File: src/rtl/fc_act_loader.sv
// Activation frame loader: reorders a pixel-major byte stream into the channel-major
// activation RAM, launches the FC engine, and returns the two class scores.
module fc_act_loader #(
  parameter int N_CH   = 16,
  parameter int N_POS  = 100,
  parameter int ADDR_W = 12
) (
  input  logic              clk,
  input  logic              rst_n,
  input  logic              in_valid,
  output logic              in_ready,
  input  logic [7:0]        in_data,
  input  logic              in_last,
  output logic              ram_we,
  output logic [ADDR_W-1:0] ram_waddr,
  output logic [7:0]        ram_wdata,
  output logic              start_fc,
  input  logic              end_fc,
  input  logic [7:0]        nn_out_male,
  input  logic [7:0]        nn_out_female,
  output logic              res_valid,
  input  logic              res_ready,
  output logic [7:0]        res_male,
  output logic [7:0]        res_female,
  output logic              frame_err,
  output logic [2:0]        dbg_state
);

  localparam int CH_W  = (N_CH > 1) ? $clog2(N_CH) : 1;
  localparam int POS_W = (N_POS > 1) ? $clog2(N_POS) : 1;

  localparam logic [CH_W-1:0]   CH_LAST  = CH_W'(N_CH - 1);
  localparam logic [POS_W-1:0]  POS_LAST = POS_W'(N_POS - 1);
  localparam logic [ADDR_W-1:0] POS_STEP = ADDR_W'(N_POS);

  typedef enum logic [2:0] {
    LOAD    = 3'd0,
    DRAIN   = 3'd1,
    START   = 3'd2,
    WAIT_FC = 3'd3,
    RESULT  = 3'd4
  } state_t;

  state_t              state_q, state_d;
  logic [CH_W-1:0]     ch_q, ch_d;
  logic [POS_W-1:0]    pos_q, pos_d;
  logic [ADDR_W-1:0]   addr_q, addr_d;
  logic                ram_we_q, ram_we_d;
  logic [ADDR_W-1:0]   ram_waddr_q, ram_waddr_d;
  logic [7:0]          ram_wdata_q, ram_wdata_d;
  logic                start_fc_q, start_fc_d;
  logic                res_valid_q, res_valid_d;
  logic [7:0]          res_male_q, res_male_d;
  logic [7:0]          res_female_q, res_female_d;
  logic                frame_err_q, frame_err_d;

  logic accept;
  logic final_beat;

  // Handshakes: a beat transfers on a rising edge where in_valid & in_ready;
  // a result transfers on a rising edge where res_valid & res_ready. Neither
  // valid may depend on the matching ready.
  assign in_ready   = (state_q == LOAD);
  assign accept     = in_valid && in_ready;
  assign final_beat = (ch_q == CH_LAST) && (pos_q == POS_LAST);

  always_comb begin
    state_d      = state_q;
    ch_d         = ch_q;
    pos_d        = pos_q;
    addr_d       = addr_q;
    ram_we_d     = 1'b0;
    ram_waddr_d  = ram_waddr_q;
    ram_wdata_d  = ram_wdata_q;
    start_fc_d   = 1'b0;
    res_valid_d  = res_valid_q;
    res_male_d   = res_male_q;
    res_female_d = res_female_q;
    frame_err_d  = 1'b0;

    case (state_q)
      LOAD: begin
        if (accept) begin
          ram_we_d    = 1'b1;
          ram_waddr_d = addr_q;
          ram_wdata_d = in_data;
          frame_err_d = (in_last != final_beat);
          if (final_beat) begin
            ch_d    = '0;
            pos_d   = '0;
            addr_d  = '0;
            state_d = DRAIN;
          end else if (ch_q == CH_LAST) begin
            // Channel wrap: next beat is channel 0 of the next position,
            // whose address is simply the new position index.
            ch_d   = '0;
            pos_d  = pos_q + POS_W'(1);
            addr_d = ADDR_W'(pos_q) + ADDR_W'(1);
          end else begin
            ch_d   = ch_q + CH_W'(1);
            addr_d = addr_q + POS_STEP;
          end
        end
      end

      DRAIN: begin
        start_fc_d = 1'b1;
        state_d    = START;
      end

      START: begin
        state_d = WAIT_FC;
      end

      WAIT_FC: begin
        if (end_fc) begin
          res_male_d   = nn_out_male;
          res_female_d = nn_out_female;
          res_valid_d  = 1'b1;
          state_d      = RESULT;
        end
      end

      RESULT: begin
        if (res_ready) begin
          res_valid_d = 1'b0;
          ch_d        = '0;
          pos_d       = '0;
          addr_d      = '0;
          state_d     = LOAD;
        end
      end

      default: begin
        state_d = LOAD;
      end
    endcase
  end

  always_ff @(posedge clk or negedge rst_n) begin
    if (!rst_n) begin
      state_q      <= LOAD;
      ch_q         <= '0;
      pos_q        <= '0;
      addr_q       <= '0;
      ram_we_q     <= 1'b0;
      ram_waddr_q  <= '0;
      ram_wdata_q  <= '0;
      start_fc_q   <= 1'b0;
      res_valid_q  <= 1'b0;
      res_male_q   <= '0;
      res_female_q <= '0;
      frame_err_q  <= 1'b0;
    end else begin
      state_q      <= state_d;
      ch_q         <= ch_d;
      pos_q        <= pos_d;
      addr_q       <= addr_d;
      ram_we_q     <= ram_we_d;
      ram_waddr_q  <= ram_waddr_d;
      ram_wdata_q  <= ram_wdata_d;
      start_fc_q   <= start_fc_d;
      res_valid_q  <= res_valid_d;
      res_male_q   <= res_male_d;
      res_female_q <= res_female_d;
      frame_err_q  <= frame_err_d;
    end
  end

  assign ram_we     = ram_we_q;
  assign ram_waddr  = ram_waddr_q;
  assign ram_wdata  = ram_wdata_q;
  assign start_fc   = start_fc_q;
  assign res_valid  = res_valid_q;
  assign res_male   = res_male_q;
  assign res_female = res_female_q;
  assign frame_err  = frame_err_q;
  assign dbg_state  = state_q;

endmodule

File: config.mk
export PLATFORM = sky130hd
export DESIGN_NAME = fc_act_loader
export DESIGN_NICKNAME = d
export VERILOG_FILES = /design/src/rtl/fc_act_loader.sv
export SDC_FILE = /design/constraint.sdc
export NUM_CORES = 1
export LEC_CHECK = 0
export ABC_CLOCK_PERIOD_IN_PS = 2100
export BUFFER_PORTS_ARGS = -buffer_cell sky130_fd_sc_hd__buf_4
export CORE_MARGIN = 2
export CORE_UTILIZATION = 25
export CTS_CLUSTER_SIZE = 14
export DETAILED_ROUTE_END_ITERATION = 12
export PLACE_DENSITY = 0.5
export SYNTH_ARGS = -nofsm -noshare
export SYNTH_HDL_FRONTEND = slang
export SYNTH_SLANG_ARGS = --single-unit
File: constraint.sdc
create_clock -name clk -period 2.1 [get_ports clk]
set_input_delay 0.105 -clock clk [delete_from_list [all_inputs] [get_ports clk]]
set_output_delay 0.105 -clock clk [all_outputs]
set_load 0.05 [all_outputs]
Yosys cells after proc, flatten, opt, wreduce, memory -nomap -nowiden
Cells that the tools add are included.
Widths: inputs -> output; s select.
- add/subtract/negate cells: 4
- eq/ne operators: 12
- mux-type cells: 28
- reductions and logical operators: 11
- operators by type and width (operator ; number):
    $mux 12 ; 4
    $mux 7 ; 4
    $pmux 12 s2 ; 1
    $mux 4 ; 4
    $pmux 3 s5 ; 1
    $pmux 7 s2 ; 1
    $add 12x7->12 const B ; 1
    $mux 3 ; 4
    $add 7x1->8 const B ; 1
    $pmux 4 s2 ; 1
    $reduce_and 4->1 ; 2
    $add 7x1->7 const B ; 1
    $eq 7x7->1 const B ; 1
    $mux 1 ; 7
    $eq 3x2->1 const B ; 2
    $reduce_and 3->1 ; 2
    $add 4x1->4 const B ; 1
    $eq 4x4->1 const B ; 1
    $ne 2x1->1 const B ; 2
    $ne 2x2->1 const B ; 2
    $reduce_and 2->1 ; 2
    $reduce_bool 2->1 ; 2
    $eq 3x1->1 const B ; 1
    $eq 3x3->1 const B ; 1
    other kinds (5) ; 6
- bits in registers: 66
- bits of input ports: 30
- output and inout port bits: 44
- logic and storage cells: 67

Logic depth before layout (Yosys ltp)
- depth in word-level cells: 5
- mapped depth: 7
- depth with buffers taken out: 5

Least setup slack after synthesis
OpenSTA, ideal clock, no wires.
- kind: register to register
- start: register state_q[1], in the netlist dbg_state[1]
- end: register addr_q[6]
- setup time: 0.067 ns
- data arrival time: 2.735 ns
- data required time: 2.033 ns
- setup slack: -0.702 ns
- stages on the path, launching flop included: 6
- buffers on the path: 1
- clock period less this slack: 2.802 ns
- cells stage by stage: dfrtp_1 > buf_2 > nor3_1 > nand2_1 > nor2_1 > a32o_1
- longest elaborated chain between the ends: 4
- elaborated cells on any way between the ends: 8
- classes of those cells: eq/ne: 3; mux: 1; reduce/logical: 4
- ends and longest elaborated chain (element ; line ; source):
    from (decl) ; 44 ; state_t state_q, state_d;
    from (signal assigned) ; 155 ; state_q <= state_d;
    $logic_not 3->1 (*) ; 63 ; assign in_ready = (state_q == LOAD);
    named net in_ready ; 11 ; output logic in_ready,
    $logic_and 1x1->1 ; 64 ; assign accept = in_valid && in_ready;
    $ne 2x1->1 (no line) ; -- ;
    $reduce_and 3->1 (no line) ; -- ;
    to (signal assigned) ; 158 ; addr_q <= addr_d;
    to (decl) ; 47 ; logic [ADDR_W-1:0] addr_q, addr_d;
Mark *: on every way through the listed nets, which the timed path passes. The rest lies on a longest branch.
A chain may end at the register's enable or synchronous reset.

Final worst setup path
- start: register pos_q[0]
- end: register addr_q[6]
- longest elaborated chain between the ends: 5
- elaborated cells on any way between the ends: 7
- classes of those cells: add/sub: 1; eq/ne: 1; mux: 4; reduce/logical: 1
- ends and longest elaborated chain (element ; line ; source):
    from (decl) ; 46 ; logic [POS_W-1:0] pos_q, pos_d;
    from (signal assigned) ; 157 ; pos_q <= pos_d;
    $add 7x1->8 / $eq 7x7->1 (equally long branches) ; 98, 65 ;
    $mux 12 / $logic_and 1x1->1 (equally long branches) ; 93, 65 ;
    $mux 12 (*) ; 88 ; if (final_beat) begin
    $mux 12 (*) ; 83 ; if (accept) begin
    $pmux 12 s2 (*) ; 81 ; case (state_q)
Mark *: on every way between the ends. The rest lies on a longest branch, timed or not. The select of a mux whose other input is x is not followed.

==> results.ini <==
[run_status]
outcome = finished, final reports clean

[global_route]
grt_pass1_wl_microns = 12300
grt_usage_pct = 12.2
grt_overflow = 0
antenna_found_initial = 0
grt_pass1_vias = 2538
grt_max_degree = 67

[setup_path]
cp_data_arrival_time_ns = 2.10
r2r_start = pos_q[0]$_DFFE_PN0P_
ff2ff_setup_slack_ns = 0.21
worstSetupEndpointType = flop
cp_data_required_time_ns = 2.31
critPathMaxFanout = 6
worstPathCellList = ha_1 > or4b_4 > nor3_4 > nor2_1 > a32o_1
rr_worst_depth = 5
worstReg2RegEnd = addr_q[6]$_DFFE_PN0P_
start_kind = flop
startpoint = pos_q[0]$_DFFE_PN0P_
cp_slowest_cell = or4b_4
slowest_delay_ns = 0.53
critical_path_class = flop to flop

[sta]
tightest_slew_ns = 0.856
final.period_utilization_pct = 89.9
skew_ns = 0.00415
hold_viol = 0
rsz0062_at_grt = false
finalMaxSlewViolations = 0
finalCriticalPeriod_ns = 1.89
setup_violations = 0
whs_ns = 0.0153
setup_tns_ns = 0
clock.fmax_ghz = 0.530
setup_ws_ns = 0.212
slew-limit-headroom_pct = 42.9

[cells_and_area]
finalNetCount = 419
drive_above_1_share_pct = 32.1
seq_area_sq_um = 1650
fill_cells = 1154
final_cell_mix = 85 x nand2_1, 84 x buf_4, 66 x dfrtp_1
final_common_cell = nand2_1
area_growth_pct = 42.0
diodes = 0
final_cells = 532
multi_input_area_sq_um = 1250

[run]
maxCapViolations = 0

[floorplanning]
rows = 39
dieWidth_microns = 113
die_area_sq_um = 12700
start_util_pct = 25.7
fp.dieH_microns = 113
core_region_area_sq_um = 11500
num_io_pins = 74

[synth]
synthCells = 283
yosysTopAreaCellShare_pct = 56.0
synth.distinct_cells = 42
syn-cell-area_sq_um = 2950
synth-seq-cells = 66
yosys.area.top_type = dfrtp_1
yosys-top-cells-area = dfrtp_1 56%, nand2_1 11%, mux2_2 6.5%, o21ai_0 3.6%, a22o_1 2.4%
syn-num-nets = 316
syn_area_per_cell_sq_um = 10.4
yosysWarnings = 0
yosysSeqAreaShare_pct = 56.0

[clock_network]
cts_tree = built
cts_buffer_depth = 2
clk_latency_ns = 0.32
cts_buffers = 9
cts_sinks = 66
cts-root-buf = clkbuf_16
path_clk_slew_ns = 0.05
cts_max_level = 3

[routing]
wl_per_cell_microns = 13.7
vias = 2458
viasPerCell = 4.62
ant_nets = 0
drt_pass1_iterations = 4
totalWireLength_microns = 7300
drc = 0
drt_iter0_markers = 122

[placed_design]
port_buffers = 73
dp.final_hpwl_microns = 5060
dpl.cell_count = 499
place_congestion = 0.848
pre_cts_ws_ns = 0.230

[hold_path]
min_from = nn_out_female[2]
holdPathEnd = res_female[2]$_DFFE_PN0P_
hold_class = primary input to flop
min_path_cells = 2

[pwr]
p_leak_uw = 0.00200
ir_drop_mv = 0.695
power_density_nw_per_um2 = 1540

-- state kept, by name, indices dropped and copies added, names as in the netlist --
signal,count
addr_q,12
ram_waddr,12
ch_q,4
ram_wdata,8
ram_we,1
res_male,8
dbg_state,3
res_female,8
res_valid,1
start_fc,1
pos_q,7
frame_err,1
-- layout make-up --
class                      instances  area share (%)
tap                              143            4.28
sequential                        66            39.5
clock buffer                      10            5.71
timing repair buffer             104            20.1
clock inverter                     4           0.478
multi-input combinational        203            29.8
inverter                           2           0.179
-- power by group --
| group | leakage, uW | switching, uW | internal (uW) |
|---|---|---|---|
| registers | 0.000830 | 341 | 1730 |
| clock network | 0.000134 | 510 | 807 |
| logic | 0.00103 | 2010 | 1050 |
| total | 0.00200 | 2860 | 3590 |
-- cell usage after synthesis --
| master | count |
|---|---|
| nor2_1 | 7 |
| mux2i_1 | 2 |
| a311o_1 | 1 |
| o21ai_0 | 21 |
| and3_1 | 4 |
| o221ai_2 | 1 |
| buf_2 | 6 |
| or4b_4 | 1 |
| a21oi_1 | 3 |
| o311ai_1 | 1 |
| a21boi_0 | 1 |
| nor3_2 | 1 |
| or3_4 | 1 |
| nor3_4 | 1 |
| xnor2_1 | 3 |
| clkbuf_1 | 6 |
| or4_1 | 2 |
| dfrtp_1 | 66 |
| ha_1 | 3 |
| nor3b_1 | 1 |
| or3b_1 | 1 |
| nand3_2 | 1 |
| a22o_1 | 8 |
| nand3_1 | 8 |
| nand3b_1 | 3 |
| nand2b_1 | 1 |
| a211oi_1 | 1 |
| a32o_1 | 1 |
| nor3_1 | 5 |
| o31ai_1 | 6 |
| or3_1 | 1 |
| or2_2 | 1 |
| nand2_1 | 85 |
| mux2_2 | 17 |
| a32oi_1 | 1 |
| a211o_1 | 1 |
| nand4b_1 | 1 |
| xor2_1 | 2 |
| inv_1 | 2 |
| o211ai_1 | 3 |
| o31ai_4 | 1 |
| nor4bb_1 | 1 |
-- critical path, delay by kind of cell (launching register included) --
kind	cells	cell delay (ns)
adder cells (fa/ha/maj)	1	0.27
AO/OA/AOI/OAI	1	0.24
flip-flops	1	0.43
AND/OR/NAND/NOR	3	0.84
-- stage by stage --
| step | power [uW] | cell area, sq um | utilization (%) |
|---|---|---|---|
| 2_1_floorplan | 4150 | 2960 | - |
| 3_3_place_gp | 5120 | 3740 | 32.6 |
| 3_5_place_dp | 5160 | 3740 | 32.6 |
| 4_1_cts | 6550 | 4190 | 36.5 |
| 5_1_grt | 6840 | 4190 | 36.5 |
| 6_report | 6450 | 4190 | 36.5 |
-- metal layers --
layer	global-route usage, %	share of wire (%)	vias up
met2	19.2	48	66
met3	3.02	4.6	15
met4	6.50	2.4	0
met5	0	0	-
met1	15.5	45	1179
li1	-	-	1198
-- timing repair --
action | CTS | global route
hold buffers | 19 | 0
buffers inserted | 0 | 0
hold endpoints to repair | 84 | 0
gates resized for setup | 0 | 0
-- worst max-delay path by stage --
stage	end	slack (ns)	cells after the start
6_report	addr_q[6]$_DFFE_PN0P_	0.21	5
5_1_grt	addr_q[6]$_DFFE_PN0P_	0.12	5
4_1_cts	addr_q[6]$_DFFE_PN0P_	0.21	5
3_5_place_dp	addr_q[6]$_DFFE_PN0P_	0.23	5
3_3_place_gp	addr_q[6]$_DFFE_PN0P_	0.26	5
2_1_floorplan	addr_q[6]$_DFFE_PN0P_	0.06	5
-- cells by family (layout without fill, tap and decap cells) --
logic type	count (synthesis)	after routing	synth area share, %
xor gates and xnor gates	5	5	1.49
muxes	19	19	7.17
buffers and inverters	14	120	2.04
AOI/OAI and AO/OA	50	50	12.1
and+or+nand+nor	126	126	19.9
adders and majority gates	3	3	1.27
DFF	66	66	56.0
Power figures use the tool's default switching activity.
